## src/rtl/play_instrument_poly.sv

```systemverilog
// play_instrument_poly: polyphonic ZBT sample player and mic recorder between AC97 and ZBT.
// Ports: clock/reset_n (async active-low); ready = AC97 frame pulse; record selects mic capture;
//   from_ac97_data = mic sample; voice_trigger/voice_stop = per-voice pulses; voice_loop = per-voice
//   wrap enable; voice_base/rec_base = ZBT word bases; data_in/data_out/address/we_ZBT = ZBT port;
//   to_ac97_data = mixed sample; voice_active, rec_done, overrun = status.
module play_instrument_poly #(
   parameter int NUM_VOICES    = 4,
   parameter int RECORDING_LEN = 32768,
   parameter int ADDR_W        = 19,
   parameter int ZBT_LATENCY   = 2
) (
   input  logic                         clock,
   input  logic                         reset_n,
   input  logic                         ready,
   input  logic                         record,
   input  logic [7:0]                   from_ac97_data,
   input  logic [NUM_VOICES-1:0]        voice_trigger,
   input  logic [NUM_VOICES-1:0]        voice_stop,
   input  logic [NUM_VOICES-1:0]        voice_loop,
   input  logic [NUM_VOICES*ADDR_W-1:0] voice_base,
   input  logic [ADDR_W-1:0]            rec_base,
   input  logic [35:0]                  data_in,
   output logic [35:0]                  data_out,
   output logic [ADDR_W-1:0]            address,
   output logic                         we_ZBT,
   output logic [7:0]                   to_ac97_data,
   output logic [NUM_VOICES-1:0]        voice_active,
   output logic                         rec_done,
   output logic                         overrun
);
   localparam int IW = $clog2(RECORDING_LEN);
   localparam int VW = NUM_VOICES > 1 ? $clog2(NUM_VOICES) : 1;
   localparam int AW = 8 + $clog2(NUM_VOICES);
   localparam int CW = ZBT_LATENCY > 1 ? $clog2(ZBT_LATENCY) : 1;
   localparam logic signed [AW-1:0] SMAX = AW'(127);
   localparam logic signed [AW-1:0] SMIN = AW'(-128);
   typedef enum logic [2:0] {IDLE, ISSUE, WAIT, ACC, MIX} state_t;
   state_t                              state_q, state_d;
   logic [VW-1:0]                       v_q, v_d;
   logic [CW-1:0]                       cnt_q, cnt_d;
   logic signed [AW-1:0]                acc_q, acc_d;
   logic [NUM_VOICES-1:0][IW-1:0]       idx_q, idx_d;
   logic [NUM_VOICES-1:0]               active_q, active_d, trig_q, trig_d, stop_q, stop_d, trig_e, stop_e;
   logic [IW-1:0]                       ptr_q, ptr_d, rptr;
   logic [23:0]                         pack_q, pack_d;
   logic                                rec_done_q, rec_done_d, rec_prev_q, rec_prev_d, rdone;
   logic [ADDR_W-1:0]                   address_q, address_d;
   logic [35:0]                         data_out_q, data_out_d;
   logic                                we_q, we_d, overrun_q, overrun_d;
   logic [7:0]                          out_q, out_d, lane_b;
   logic [NUM_VOICES-1:0][ADDR_W-1:0]   bases;
   logic                                unused_hi;
   assign bases        = voice_base;
   assign unused_hi    = ^data_in[35:32];
   assign data_out     = data_out_q;
   assign address      = address_q;
   assign we_ZBT       = we_q;
   assign to_ac97_data = out_q;
   assign voice_active = active_q;
   assign rec_done     = rec_done_q;
   assign overrun      = overrun_q;
   always_comb begin
      state_d    = state_q;
      v_d        = v_q;
      cnt_d      = cnt_q;
      acc_d      = acc_q;
      idx_d      = idx_q;
      active_d   = active_q;
      trig_e     = trig_q | voice_trigger;
      stop_e     = stop_q | voice_stop;
      trig_d     = trig_e;
      stop_d     = stop_e;
      ptr_d      = ptr_q;
      pack_d     = pack_q;
      rec_done_d = rec_done_q;
      rec_prev_d = rec_prev_q;
      address_d  = address_q;
      data_out_d = '0;
      we_d       = 1'b1;
      out_d      = out_q;
      overrun_d  = overrun_q | (ready && state_q != IDLE);
      // entering record mode restarts the recording from sample 0
      rptr       = rec_prev_q ? ptr_q : '0;
      rdone      = rec_prev_q & rec_done_q;
      lane_b     = data_in[{idx_q[v_q][1:0], 3'b000} +: 8];
      case (state_q)
         IDLE: begin
            if (ready && record) begin
               rec_prev_d = 1'b1;
               ptr_d      = rptr;
               rec_done_d = rdone;
               if (!rdone) begin
                  pack_d     = (rptr[1:0] == 2'd0 ? 24'd0 : pack_q) | (24'(from_ac97_data) << {rptr[1:0], 3'b000});
                  out_d      = from_ac97_data;
                  ptr_d      = rptr + 1'b1;
                  rec_done_d = &rptr;
                  if (&rptr[1:0]) begin
                     address_d  = rec_base + ADDR_W'(rptr >> 2);
                     data_out_d = {4'b0, from_ac97_data, pack_q};
                     we_d       = 1'b0;
                  end
               end
            end else if (ready) begin
               rec_prev_d = 1'b0;
               trig_d     = '0;
               stop_d     = '0;
               for (int i = 0; i < NUM_VOICES; i++) begin
                  if (trig_e[i]) begin
                     active_d[i] = 1'b1;
                     idx_d[i]    = '0;
                  end else if (stop_e[i]) active_d[i] = 1'b0;
               end
               v_d     = '0;
               acc_d   = '0;
               state_d = ISSUE;
            end
         end
         ISSUE: begin
            if (active_q[v_q]) begin
               address_d = bases[v_q] + ADDR_W'(idx_q[v_q] >> 2);
               cnt_d     = '0;
               state_d   = WAIT;
            end else if (v_q == VW'(NUM_VOICES - 1)) state_d = MIX;
            else v_d = v_q + 1'b1;
         end
         WAIT: begin
            if (cnt_q == CW'(ZBT_LATENCY - 1)) state_d = ACC;
            else cnt_d = cnt_q + 1'b1;
         end
         ACC: begin
            acc_d        = acc_q + AW'($signed(lane_b));
            idx_d[v_q]   = idx_q[v_q] + 1'b1;
            if (&idx_q[v_q] && !voice_loop[v_q]) active_d[v_q] = 1'b0;
            state_d      = v_q == VW'(NUM_VOICES - 1) ? MIX : ISSUE;
            v_d          = v_q == VW'(NUM_VOICES - 1) ? v_q : v_q + 1'b1;
         end
         MIX: begin
            out_d   = acc_q > SMAX ? 8'h7f : acc_q < SMIN ? 8'h80 : acc_q[7:0];
            state_d = IDLE;
         end
         default: state_d = IDLE;
      endcase
   end
   always_ff @(posedge clock or negedge reset_n) begin
      if (!reset_n) begin
         state_q    <= IDLE;
         v_q        <= '0;
         cnt_q      <= '0;
         acc_q      <= '0;
         idx_q      <= '0;
         active_q   <= '0;
         trig_q     <= '0;
         stop_q     <= '0;
         ptr_q      <= '0;
         pack_q     <= '0;
         rec_done_q <= 1'b0;
         rec_prev_q <= 1'b0;
         address_q  <= '0;
         data_out_q <= '0;
         we_q       <= 1'b1;
         out_q      <= '0;
         overrun_q  <= 1'b0;
      end else begin
         state_q    <= state_d;
         v_q        <= v_d;
         cnt_q      <= cnt_d;
         acc_q      <= acc_d;
         idx_q      <= idx_d;
         active_q   <= active_d;
         trig_q     <= trig_d;
         stop_q     <= stop_d;
         ptr_q      <= ptr_d;
         pack_q     <= pack_d;
         rec_done_q <= rec_done_d;
         rec_prev_q <= rec_prev_d;
         address_q  <= address_d;
         data_out_q <= data_out_d;
         we_q       <= we_d;
         out_q      <= out_d;
         overrun_q  <= overrun_d;
      end
   end
endmodule

```

## config.mk

```make
export PLATFORM = sky130hd
export DESIGN_NAME = play_instrument_poly
export DESIGN_NICKNAME = d
export VERILOG_FILES = /design/src/rtl/play_instrument_poly.sv
export SDC_FILE = /design/constraint.sdc
export NUM_CORES = 1
export LEC_CHECK = 0
export CAP_MARGIN = 20
export CORE_UTILIZATION = 45
export CTS_BUF_LIST = sky130_fd_sc_hd__clkbuf_8
export DETAILED_ROUTE_END_ITERATION = 7
export PLACE_DENSITY_LB_ADDON = 0.2
export SLEW_MARGIN = 20
export SYNTH_ARGS = -nofsm -noshare
export SYNTH_HDL_FRONTEND = slang
export SYNTH_SLANG_ARGS = --single-unit
```

## constraint.sdc

```tcl
create_clock -name clock -period 7.13 [get_ports clock]
set_clock_uncertainty 0.2 [all_clocks]
set_input_delay 1.426 -clock clock [delete_from_list [all_inputs] [get_ports clock]]
set_output_delay 1.426 -clock clock [all_outputs]
set_load 0.03 [all_outputs]
```

==> impl_summary.log, run 1 <==
[metrics] cell area after layout: 13700 sq um
[metrics] cell area after placement: around 13000 sq um
[metrics] TritonCTS Sinks: 190
[metrics] DP HPWL: 20800 um
[metrics] warning count from the yosys run: 0
[metrics] startpoint of the most critical setup path: v_q[0]
[metrics] Cells after Synth: ~1.1k
[metrics] row count: 56
[metrics] Critical Path End Type: register
[metrics] most used standard cell by instance count after synthesis: dfrtp_1
[metrics] worst r2r src: v_q[0]
[metrics] CP max-delay cell: dfrtp_2
[metrics] proportion of layout cells with a drive suffix above 1: 0.0827
[metrics] initial standard-cell utilization of the core: 0.461
[metrics] worst setup slack after layout: 2.72 ns
[metrics] CTS-repair resized insts: 0
[metrics] worst hold-check path type: reg -> reg
[metrics] Via Count: approximately 9k
[metrics] reported max-cap violation count: 0
[metrics] horizontal die dimension: 158 um
[metrics] worst hold path depth: 2
[metrics] largest area contributor in the netlist: dfrtp_1
[metrics] area fraction of the dominant cell type after synthesis: 0.434
[metrics] part of the cycle the worst path needs: 0.619
[metrics] total iterations of the first detailed-routing run: 4
[metrics] # setup viols final: 0
[metrics] share of flip-flops with an asynchronous set or reset: 1.00
[metrics] total power divided by cell area: between 300 and 400 nW/um^2
[metrics] critical path's most frequent cell: a21oi_1
[metrics] die area: approximately 25000 sq um
[metrics] upper clock frequency limit: 227 MHz
[metrics] Post-Route Setup TNS: 0 ns
[metrics] R2R Setup Slk: 2.72 ns
[metrics] final weighted congestion of routability-driven global placement: 0.855
[metrics] drt wl/cell: 17.6 um
[metrics] global-route met2 utilization: 0.373
[metrics] Final Slew Violations: 0
[metrics] combined area of all synthesized cells: 10900 sq um
[metrics] layer with the highest usage: met2
[metrics] post-detailed-route DRC marker count: 0
[metrics] vias in the first global route: roughly 8.6k
[metrics] Filler Cell Count: 2073
[metrics] H-tree levels: 4
[metrics] leading cell types by count after synthesis: dfrtp_1, nand2_1, o21ai_0, nor2_1, a21oi_1
[metrics] global-route met3 utilization: 0.0352
[metrics] Syn-to-layout area delta: 26.0%
[metrics] hold-fix buffers at CTS: 0
[metrics] final layout net count: 1467
[metrics] number of antenna violations at the first check in global routing: 1
[metrics] number of antenna-violating nets in the routed design: 0
[metrics] maximum single-stage delay on the critical path: roughly 0.77 ns
[metrics] clock insertion delay at the later pin of the skew report: 0.49 ns
[metrics] Die H: 158 um
[metrics] Hold Crit Start: idx_q[37]
[metrics] sort of element at the start of the critical path: register
[metrics] largest fanout on the critical path: 23
[metrics] terminating pin of the worst hold path: idx_q[37]
[metrics] root buffer cell: clkbuf_8
[metrics] area of the multi-input gates: 5800 sq um
[metrics] time the worst path needs with I/O delays and setup: 4.41 ns
[metrics] vias per std cell: between 5 and 6
[metrics] final-report hold violation count: 0
[metrics] worst setup timing slack at the placement stage: 2.28 ns
[metrics] Most used DFF post-synth: dfrtp_1
[metrics] Seq/Total Area, Yosys: 0.437
[metrics] total area of sequential cells: 4760 sq um
[metrics] I/O pins: 225
[metrics] count of cells along the worst register-to-register path: 10
[metrics] Least-Margin Pin Slew: between 0.9 and 1 ns
[metrics] total overflow reported by the global router: 0
[metrics] WL final: between 20000 and 30000 um
[metrics] initial drt markers: 605
[metrics] Post-synth EDFFs: 0
[metrics] Total GRT Usage: 0.237
[metrics] worst path cell trace: buf_4, mux4_2, ha_1, a21oi_1, o21ai_0, a2111oi_0, a21oi_1, and3_1, xnor2_1, o211ai_1
[metrics] result of the run: completed
[metrics] required time of the worst setup path: approximately 7.3 ns
[metrics] maximum vdd ir drop: 0.000159 V
[metrics] Final Core Density: 0.581
[metrics] total CTS buffers: 17
[metrics] clock-pin slew on the worst setup and hold paths: 0.12 ns
[metrics] quantity of I/O buffers inserted on ports: ~220
[metrics] top area cells in the synthesized netlist: dfrtp_1, mux4_2, nand2_1
[metrics] Final Total Pwr: 4450 uW
[metrics] met1 usage: 0.345
[metrics] Post-CTS Setup Bufs: 0
[metrics] path type of the worst setup path: reg -> reg
[metrics] CTS max path bufs: 2
[metrics] worst-case headroom to the max-slew limit: 0.353
[metrics] TritonCTS clock tree: done
[metrics] RSZ-0062 raised after global routing: no
[metrics] cell leakage power: 0.00579 uW
[metrics] total core area: 23600 sq um
[metrics] worst r2r dst: address[15]
[metrics] total of flip-flops plus latches after synthesis: 190
[metrics] distinct cell type count after synthesis: 77
[metrics] maximum number of pins on one net before global-route repair: 84
[metrics] wire length of the first global-routing pass: 45800 um
[metrics] mean cell area of the mapped netlist: 10.2 sq um
[metrics] CP Data Arrival Time: between 4 and 5 ns
==> routing by layer <==
layer / share of wire / wire length (um)
met1: 0.48 / 13500
met2: 0.47 / 13300
met3: 0.033 / 940
met4: 0.013 / 359
met5: 0 / 0
==> worst max-delay path by stage <==
stage	end	slack (ns)	depth (start not counted)
after floorplan	address[15]	3.08	9
after global placement	address[15]	2.29	10
after detailed placement	address[15]	2.28	10
after CTS	address[15]	2.73	10
after global routing	address[15]	2.28	10
final	address[15]	2.72	10
==> cell usage in the layout (no fill, tap or decap), types with 9 or more instances in the layout <==
master,count
a21o_1,11
a21oi_1,55
a22o_1,29
a31oi_1,9
and2_1,47
and3_1,14
buf_4,9
clkbuf_8,18
clkdlybuf4s50_1,215
dfrtp_1,188
ha_1,41
inv_1,19
mux4_1,10
mux4_2,34
nand2_1,139
nand2b_1,12
nand3_1,30
nor2_1,87
nor3_1,14
o211ai_1,11
o21a_1,10
o21ai_0,89
o21ai_1,14
xnor2_1,25
xor2_1,22
==> state kept, by name, summed over array words and instances, names as in the netlist, 3 cells and up <==
name / count
ptr_q: 15
trig_q: 4
address: 19
state_q: 3
idx_q: 60
stop_q: 4
voice_active: 4
data_out: 32
pack_q: 24
acc_q: 10
to_ac97_data: 8
==> stage by stage <==
step           hold slack [ns]  std cells
6_report                 0.285       1601
5_1_grt                  0.294       1601
4_1_cts                  0.284       1600
3_5_place_dp             0.261       1568
3_3_place_gp             0.255       1568
2_1_floorplan            0.242       1075
==> critical path, delay by kind of cell (launching register included) <==
family / cells / cell delay (ns)
compound gates: 5 / 1.47
flops: 1 / 0.77
mux: 1 / 0.57
buf+inv: 1 / 0.49
fa+ha+maj: 1 / 0.39
simple gates: 1 / 0.24
xor+xnor: 1 / 0.14
==> kinds of logic (layout without fill, tap and decap cells) <==
family,count (synthesis),after routing,share of synthesized area
DFF,190,190,0.437
other,1,5,0.000344
and+or+nand+nor,385,385,0.171
xor gates and xnor gates,51,51,0.0438
adders and majority gates,44,44,0.0526
muxes,55,55,0.105
AOI/OAI and AO/OA,273,273,0.159
buffers and inverters,73,279,0.0311
==> power breakdown <==
part	total [uW]	switching [uW]	internal, uW
Sequential	1580	232	1350
Clock	749	470	279
Combinational	2130	1190	940
==> final cells by class <==
class / instances / share of cell area
clock buffers: 17 / 0.0171
repair buffers: 225 / 0.163
diodes: 1 / 0.000182
clock inverters: 15 / 0.0150
flip-flops and latches: 190 / 0.347
multi-input cells: 812 / 0.423
well taps: 319 / 0.0291
inverters: 22 / 0.00602
Power figures use the tool's default switching activity.
==> inputs of run 2 (changes only) <==
- clock period: 7.13 -> 4.1 ns (I/O delays scaled with it)
==> run 2 against run 1 <==
Net effect:
- final area up 1.3%
- largest cell class unchanged
- critical path type unchanged
- global-route usage up 0.14 points
- hold slack worse by 0.033 ns
- register-to-register slack worse by 2.5 ns
- sequential power up 73%
- first-iteration DRC count down 2.3%
- clock power up 75%
- sequential cell count unchanged
- wire length up 1.0%
- total power up 77%
==> impl_summary.log, run 2 (same netlist as run 1, synthesis figures left out) <==
[metrics] Final Core Density: 0.588 (was 0.581)
[metrics] final-report hold violation count: 0 (unchanged)
[metrics] I/O pins: 225 (unchanged)
[metrics] register with the highest flop count: idx_q (unchanged)
[metrics] worst hold-check path type: in -> async (was reg -> reg)
[metrics] number of antenna violations at the first check in global routing: 1 (unchanged)
[metrics] wire length of the first global-routing pass: 45700 um (was 45800 um)
[metrics] total power divided by cell area: 568 nW/um^2 (was 325 nW/um^2)
[metrics] total CTS buffers: 17 (unchanged)
[metrics] worst r2r dst: acc_q[8] (was address[15])
[metrics] most common cell after layout, fill and taps aside: clkdlybuf4s50_1 (unchanged)
[metrics] sort of element at the start of the critical path: register (unchanged)
[metrics] Critical Path End Type: register (unchanged)
[metrics] root buffer cell: clkbuf_8 (unchanged)
[metrics] required time of the worst setup path: 4.29 ns (was 7.29 ns)
[metrics] Syn-to-layout area delta: 27.6% (was 26.0%)
[metrics] max reg flops: 60 (unchanged)
[metrics] CTS max path bufs: 2 (unchanged)
[metrics] worst-case headroom to the max-slew limit: 0.357 (was 0.353)
[metrics] Via Count: 8891 (was 8802)
[metrics] hold-fix buffers at CTS: 0 (unchanged)
[metrics] horizontal die dimension: 158 um (unchanged)
[metrics] count of cells along the worst register-to-register path: 11 (was 10)
[metrics] row count: 56 (unchanged)
[metrics] cell area after layout: 13900 sq um (was 13700 sq um)
[metrics] total overflow reported by the global router: 0 (unchanged)
[metrics] vias in the first global route: 8623 (was 8611)
[metrics] clock insertion delay at the later pin of the skew report: 0.48 ns (was 0.49 ns)
[metrics] cell leakage power: 0.00589 uW (was 0.00579 uW)
[metrics] final weighted congestion of routability-driven global placement: 0.832 (was 0.855)
[metrics] post-detailed-route DRC marker count: 0 (unchanged)
[metrics] vias per std cell: 5.49 (was 5.50)
[metrics] # setup viols final: 0 (unchanged)
[metrics] CP Data Arrival Time: 4.04 ns (was 4.58 ns)
[metrics] R2R Setup Slk: 0.25 ns (was 2.72 ns)
[metrics] final layout net count: 1485 (was 1467)
[metrics] largest fanout on the critical path: 10 (was 23)
[metrics] TritonCTS clock tree: done (unchanged)
[metrics] Total GRT Usage: 0.239 (was 0.237)
[metrics] maximum number of pins on one net before global-route repair: 115 (was 84)
[metrics] quantity of I/O buffers inserted on ports: 216 (unchanged)
[metrics] reported max-cap violation count: 0 (unchanged)
[metrics] DP HPWL: 21000 um (was 20800 um)
[metrics] number of antenna-violating nets in the routed design: 0 (unchanged)
[metrics] die area: 24800 sq um (unchanged)
[metrics] initial drt markers: 591 (was 605)
[metrics] initial standard-cell utilization of the core: 0.461 (unchanged)
[metrics] time the worst path needs with I/O delays and setup: 3.85 ns (was 4.41 ns)
[metrics] Least-Margin Pin Slew: 0.965 ns (was 0.963 ns)
[metrics] highest-count cells in the layout ignoring fill and taps: clkdlybuf4s50_1, dfrtp_1, nand2_1 (unchanged)
[metrics] worst r2r src: v_q[0] (unchanged)
[metrics] result of the run: completed (unchanged)
[metrics] Post-CTS Setup Bufs: 0 (unchanged)
[metrics] upper clock frequency limit: 260 MHz (was 227 MHz)
[metrics] path type of the worst setup path: reg -> reg (unchanged)
[metrics] drt wl/cell: 17.6 um (about the same)
[metrics] part of the cycle the worst path needs: 0.939 (was 0.619)
[metrics] total iterations of the first detailed-routing run: 7 (was 4)
[metrics] WL final: 28500 um (was 28200 um)
[metrics] Die H: 158 um (unchanged)
[metrics] clock-pin slew on the worst setup and hold paths: 0.12 ns (about the same)
[metrics] startpoint of the most critical setup path: v_q[0] (unchanged)
[metrics] Filler Cell Count: 2039 (was 2073)
[metrics] H-tree levels: 4 (unchanged)
[metrics] RSZ-0062 raised after global routing: no (unchanged)
[metrics] cell area after placement: 13400 sq um (was 13300 sq um)
[metrics] total core area: 23600 sq um (unchanged)
[metrics] Final Slew Violations: 0 (unchanged)
[metrics] proportion of layout cells with a drive suffix above 1: 0.0955 (was 0.0827)
[metrics] maximum vdd ir drop: 0.000273 V (was 0.000159 V)
[metrics] TritonCTS Sinks: 190 (unchanged)
-- run 2: changes by cell type in the layout (fill, tap and decap cells not counted), sizes merged --
cell  previous run  this run
buf              9        27
-- run 2: worst max-delay path, cell delays in order, from the launching register on --
cell	delay, ns
dfrtp_2	0.55
mux4_2	0.65
mux4_1	0.51
ha_1	0.23
fa_1	0.41
a21o_1	0.20
a21oi_1	0.25
o21bai_1	0.10
a21o_1	0.21
a21oi_1	0.20
mux2i_1	0.20
nand2_1	0.06
-- run 2: report_power, final --
part           internal [uW]  total [uW]  switching, uW  leakage, uW
clock                    486        1310            825     0.000216
combinational           1740        3850           2110      0.00319
sequential              2340        2730            387      0.00248
total                   4560        7890           3330      0.00589
-- run 2: final cells by class --
class	instances	area (sq um)	area share
timing repair buffer	243	2410	0.173
sequential	190	4760	0.342
tap	319	399	0.0287
antenna	1	2.50	0.000180
clock buffer	17	234	0.0168
clock inverter	15	209	0.0150
multi-input combinational	812	5800	0.418
inverter	22	82.6	0.00594
-- run 2: timing repair --
action,CTS,global route
setup endpoints to repair,0,1
resized for setup,0,1
hold endpoints to repair,0,0
-- run 2: layer usage --
metal  routed length (um)  GRT usage  part of all wire  vias to the layer above
met5                    0          0                 0                        -
met4                  281     0.0592            0.0099                        0
met3                 1220     0.0385             0.043                       24
met2                13900      0.390              0.49                      236
met1                13100      0.331              0.46                     4334
li1                     -          -                 -                     4297
-- run 2: how the worst max path moves through the flow --
stage / to / cells past startpoint
floorplan: address[15] / 13
global placement: address[12] / 13
detailed placement: address[12] / 13
CTS: acc_q[8] / 11
global route: acc_q[8] / 11
finish: acc_q[8] / 11
-- run 2: metrics by stage --
stage	std cells	total power, uW	setup TNS (ns)	hold slack, ns	setup WS (ns)
after detailed placement	1586	6600	-0.00687	0.265	-0.00687
after global routing	1619	8410	0	0.300	0.00706
final	1619	7890	0	0.252	0.250
after floorplan	1075	5330	0	0.242	0.159
after CTS	1618	7920	0	0.278	0.227
after global placement	1586	6530	0	0.254	0.0979
==> inputs of run 3 (changes only) <==
- PLACE_DENSITY_LB_ADDON: 0.2 -> 0.15
==> run 3 against run 2 <==
Net effect:
- largest power group unchanged
- sequential cell count stayed put
- clock-buffer cell count stayed put
- first-iteration DRC count is 21% lower
- clock power hardly changed
- highest routed layer unchanged
- setup slack better by 0.048 ns
==> impl_summary.log, run 3 (same netlist as run 1, synthesis figures left out) <==
[metrics] result of the run: completed (unchanged)
[metrics] maximum number of pins on one net before global-route repair: 110 (was 115)
[metrics] sort of element at the start of the critical path: register (unchanged)
[metrics] final weighted congestion of routability-driven global placement: 0.832 (about the same)
[metrics] I/O pins: 225 (unchanged)
[metrics] Syn-to-layout area delta: 27.3% (was 27.6%)
[metrics] total core area: 23600 sq um (unchanged)
[metrics] cell family with the largest share of critical-path delay: compound AO/OA/AOI/OAI gates (was multiplexers)
[metrics] Via Count: 8838 (was 8891)
[metrics] DP HPWL: 21100 um (was 21000 um)
[metrics] worst path cell trace: buf_12, mux4_1, ha_1, a2111oi_0, nor3_1, o21a_1, o41ai_1, buf_4, mux2i_1, a211oi_1 (was mux4_2, mux4_1, ha_1, fa_1, a21o_1, a21oi_1, o21bai_1, a21o_1, a21oi_1, mux2i_1, nand2_1)
[metrics] Final Slew Violations: 0 (unchanged)
[metrics] highest-count cells in the layout ignoring fill and taps: clkdlybuf4s50_1, dfrtp_1, nand2_1 (unchanged)
[metrics] worst-case headroom to the max-slew limit: 0.393 (was 0.357)
[metrics] register with the highest flop count: idx_q (unchanged)
[metrics] # diodes: 0 (was 1)
[metrics] final layout net count: 1483 (was 1485)
[metrics] CTS-repair resized insts: 0 (unchanged)
[metrics] TritonCTS Sinks: 190 (unchanged)
[metrics] drt wl/cell: 17.6 um (about the same)
[metrics] reported max-cap violation count: 0 (unchanged)
[metrics] CP bufs+invs: 2 (was 0)
[metrics] Least-Margin Pin Slew: 0.903 ns (was 0.965 ns)
[metrics] worst hold slack across all endpoints: 0.242 ns (was 0.252 ns)
[metrics] initial drt markers: 469 (was 591)
[metrics] CP Data Arrival Time: 3.95 ns (was 4.04 ns)
[metrics] quantity of I/O buffers inserted on ports: 216 (unchanged)
[metrics] TritonCTS clock tree: done (unchanged)
[metrics] largest fanout on the critical path: 37 (was 10)
[metrics] vias in the first global route: 8697 (was 8623)
[metrics] part of the cycle the worst path needs: 0.927 (was 0.939)
[metrics] row count: 56 (unchanged)
[metrics] CP Depth: 10 (was 11)
[metrics] endpoint of the most critical setup path: address[12] (was acc_q[8])
[metrics] count of cells along the worst register-to-register path: 10 (was 11)
[metrics] maximum single-stage delay on the critical path: 0.75 ns (was 0.65 ns)
[metrics] initial standard-cell utilization of the core: 0.461 (unchanged)
[metrics] required time of the worst setup path: 4.25 ns (was 4.29 ns)
[metrics] WL final: 28400 um (was 28500 um)
[metrics] total iterations of the first detailed-routing run: 5 (was 7)
[metrics] vias per std cell: 5.47 (was 5.49)
[metrics] H-tree levels: 4 (unchanged)
[metrics] cell leakage power: 0.00587 uW (was 0.00589 uW)
[metrics] clock insertion delay at the later pin of the skew report: 0.48 ns (about the same)
[metrics] Critical Path End Type: register (unchanged)
[metrics] RSZ-0062 raised after global routing: no (unchanged)
[metrics] path type of the worst setup path: reg -> reg (unchanged)
[metrics] CTS max path bufs: 2 (unchanged)
[metrics] maximum vdd ir drop: 0.000338 V (was 0.000273 V)
[metrics] Post-CTS Setup Bufs: 0 (unchanged)
[metrics] Final Core Density: 0.587 (was 0.588)
[metrics] worst hold-check path type: in -> async (unchanged)
[metrics] worst r2r dst: address[12] (was acc_q[8])
[metrics] Post-Route Setup TNS: 0 ns (unchanged)
[metrics] hold-fix buffers at CTS: 0 (unchanged)
[metrics] CP max-delay cell: mux4_1 (was mux4_2)
[metrics] final-report hold violation count: 0 (unchanged)
[metrics] Final Total Pwr: 7860 uW (was 7890 uW)
[metrics] max reg flops: 60 (unchanged)
[metrics] clock-pin slew on the worst setup and hold paths: 0.12 ns (about the same)
[metrics] total CTS buffers: 17 (unchanged)
[metrics] most common cell after layout, fill and taps aside: clkdlybuf4s50_1 (unchanged)
[metrics] total overflow reported by the global router: 0 (unchanged)
[metrics] upper clock frequency limit: 263 MHz (was 260 MHz)
[metrics] number of antenna-violating nets in the routed design: 0 (unchanged)
[metrics] proportion of layout cells with a drive suffix above 1: 0.0941 (was 0.0955)
[metrics] horizontal die dimension: 158 um (unchanged)
[metrics] Total GRT Usage: 0.241 (was 0.239)
[metrics] root buffer cell: clkbuf_8 (unchanged)
[metrics] startpoint of the most critical setup path: v_q[0] (unchanged)
[metrics] time the worst path needs with I/O delays and setup: 3.80 ns (was 3.85 ns)
[metrics] die area: 24800 sq um (unchanged)
[metrics] wire length of the first global-routing pass: 46200 um (was 45700 um)
[metrics] number of antenna violations at the first check in global routing: 0 (was 1)
[metrics] # setup viols final: 0 (unchanged)
[metrics] Die H: 158 um (unchanged)
[metrics] total power divided by cell area: 567 nW/um^2 (was 568 nW/um^2)
[metrics] worst r2r src: v_q[0] (unchanged)
[metrics] R2R Setup Slk: 0.30 ns (was 0.25 ns)
[metrics] post-detailed-route DRC marker count: 0 (unchanged)
==> run 3: cell count changes in the layout (fill, tap and decap cells not counted) <==
cell,delta
inv_8,+2
a2111oi_0,+1
a2111oi_1,-1
buf_12,-1
buf_4,-1
clkinv_8,-1
diode_2,-1
inv_6,-1
==> run 3: worst min-delay path by stage <==
stage	end	slack [ns]	cells past startpoint
3_3_place_gp	idx_q[38]	0.25	2
6_report	idx_q[39]	0.24	1
3_5_place_dp	overrun	0.26	1
4_1_cts	idx_q[39]	0.25	1
2_1_floorplan	idx_q[18]	0.24	2
5_1_grt	idx_q[39]	0.28	1
==> run 3: final cells by class <==
type,instances,area [sq um]
clock buffer,17,234
clock inverter,15,206
fill,2040,9750
inverter,22,82.6
multi-input combinational,812,5800
sequential,190,4760
tap,319,399
timing repair buffer,241,2380
==> run 3: worst register-to-register path: cells and delay by family (launching register included) <==
kind | cells | cell delay [ns]
AOI/OAI and AO/OA | 4 | 1.02
muxes | 2 | 0.97
buffers and inverters | 2 | 0.48
DFF | 1 | 0.47
adders and majority gates | 1 | 0.45
and+or+nand+nor | 1 | 0.09
==> run 3: metrics by stage <==
| step | cell area (sq um) | instances | worst slack (ns) |
|---|---|---|---|
| 3_5_place_dp | 13400 | 1584 | 0.0479 |
| 6_report | 13900 | 1616 | 0.298 |
| 3_3_place_gp | 13400 | 1584 | 0.0860 |
| 4_1_cts | 13900 | 1616 | 0.306 |
| 2_1_floorplan | 10900 | 1075 | 0.159 |
| 5_1_grt | 13900 | 1616 | 0.108 |
==> run 3: metal layers <==
| layer | GRT usage | vias up | part of all wire |
|---|---|---|---|
| met5 | 0 | - | 0 |
| met3 | 0.0330 | 31 | 0.036 |
| met2 | 0.384 | 212 | 0.48 |
| met4 | 0.0592 | 0 | 0.014 |
| met1 | 0.345 | 4287 | 0.47 |
| li1 | - | 4308 | - |
==> run 3: report_power, final <==
part / switching [uW] / total [uW] / internal [uW]
logic: 2130 / 3840 / 1720
clock network: 812 / 1300 / 487
registers: 379 / 2720 / 2340
total: 3320 / 7860 / 4540
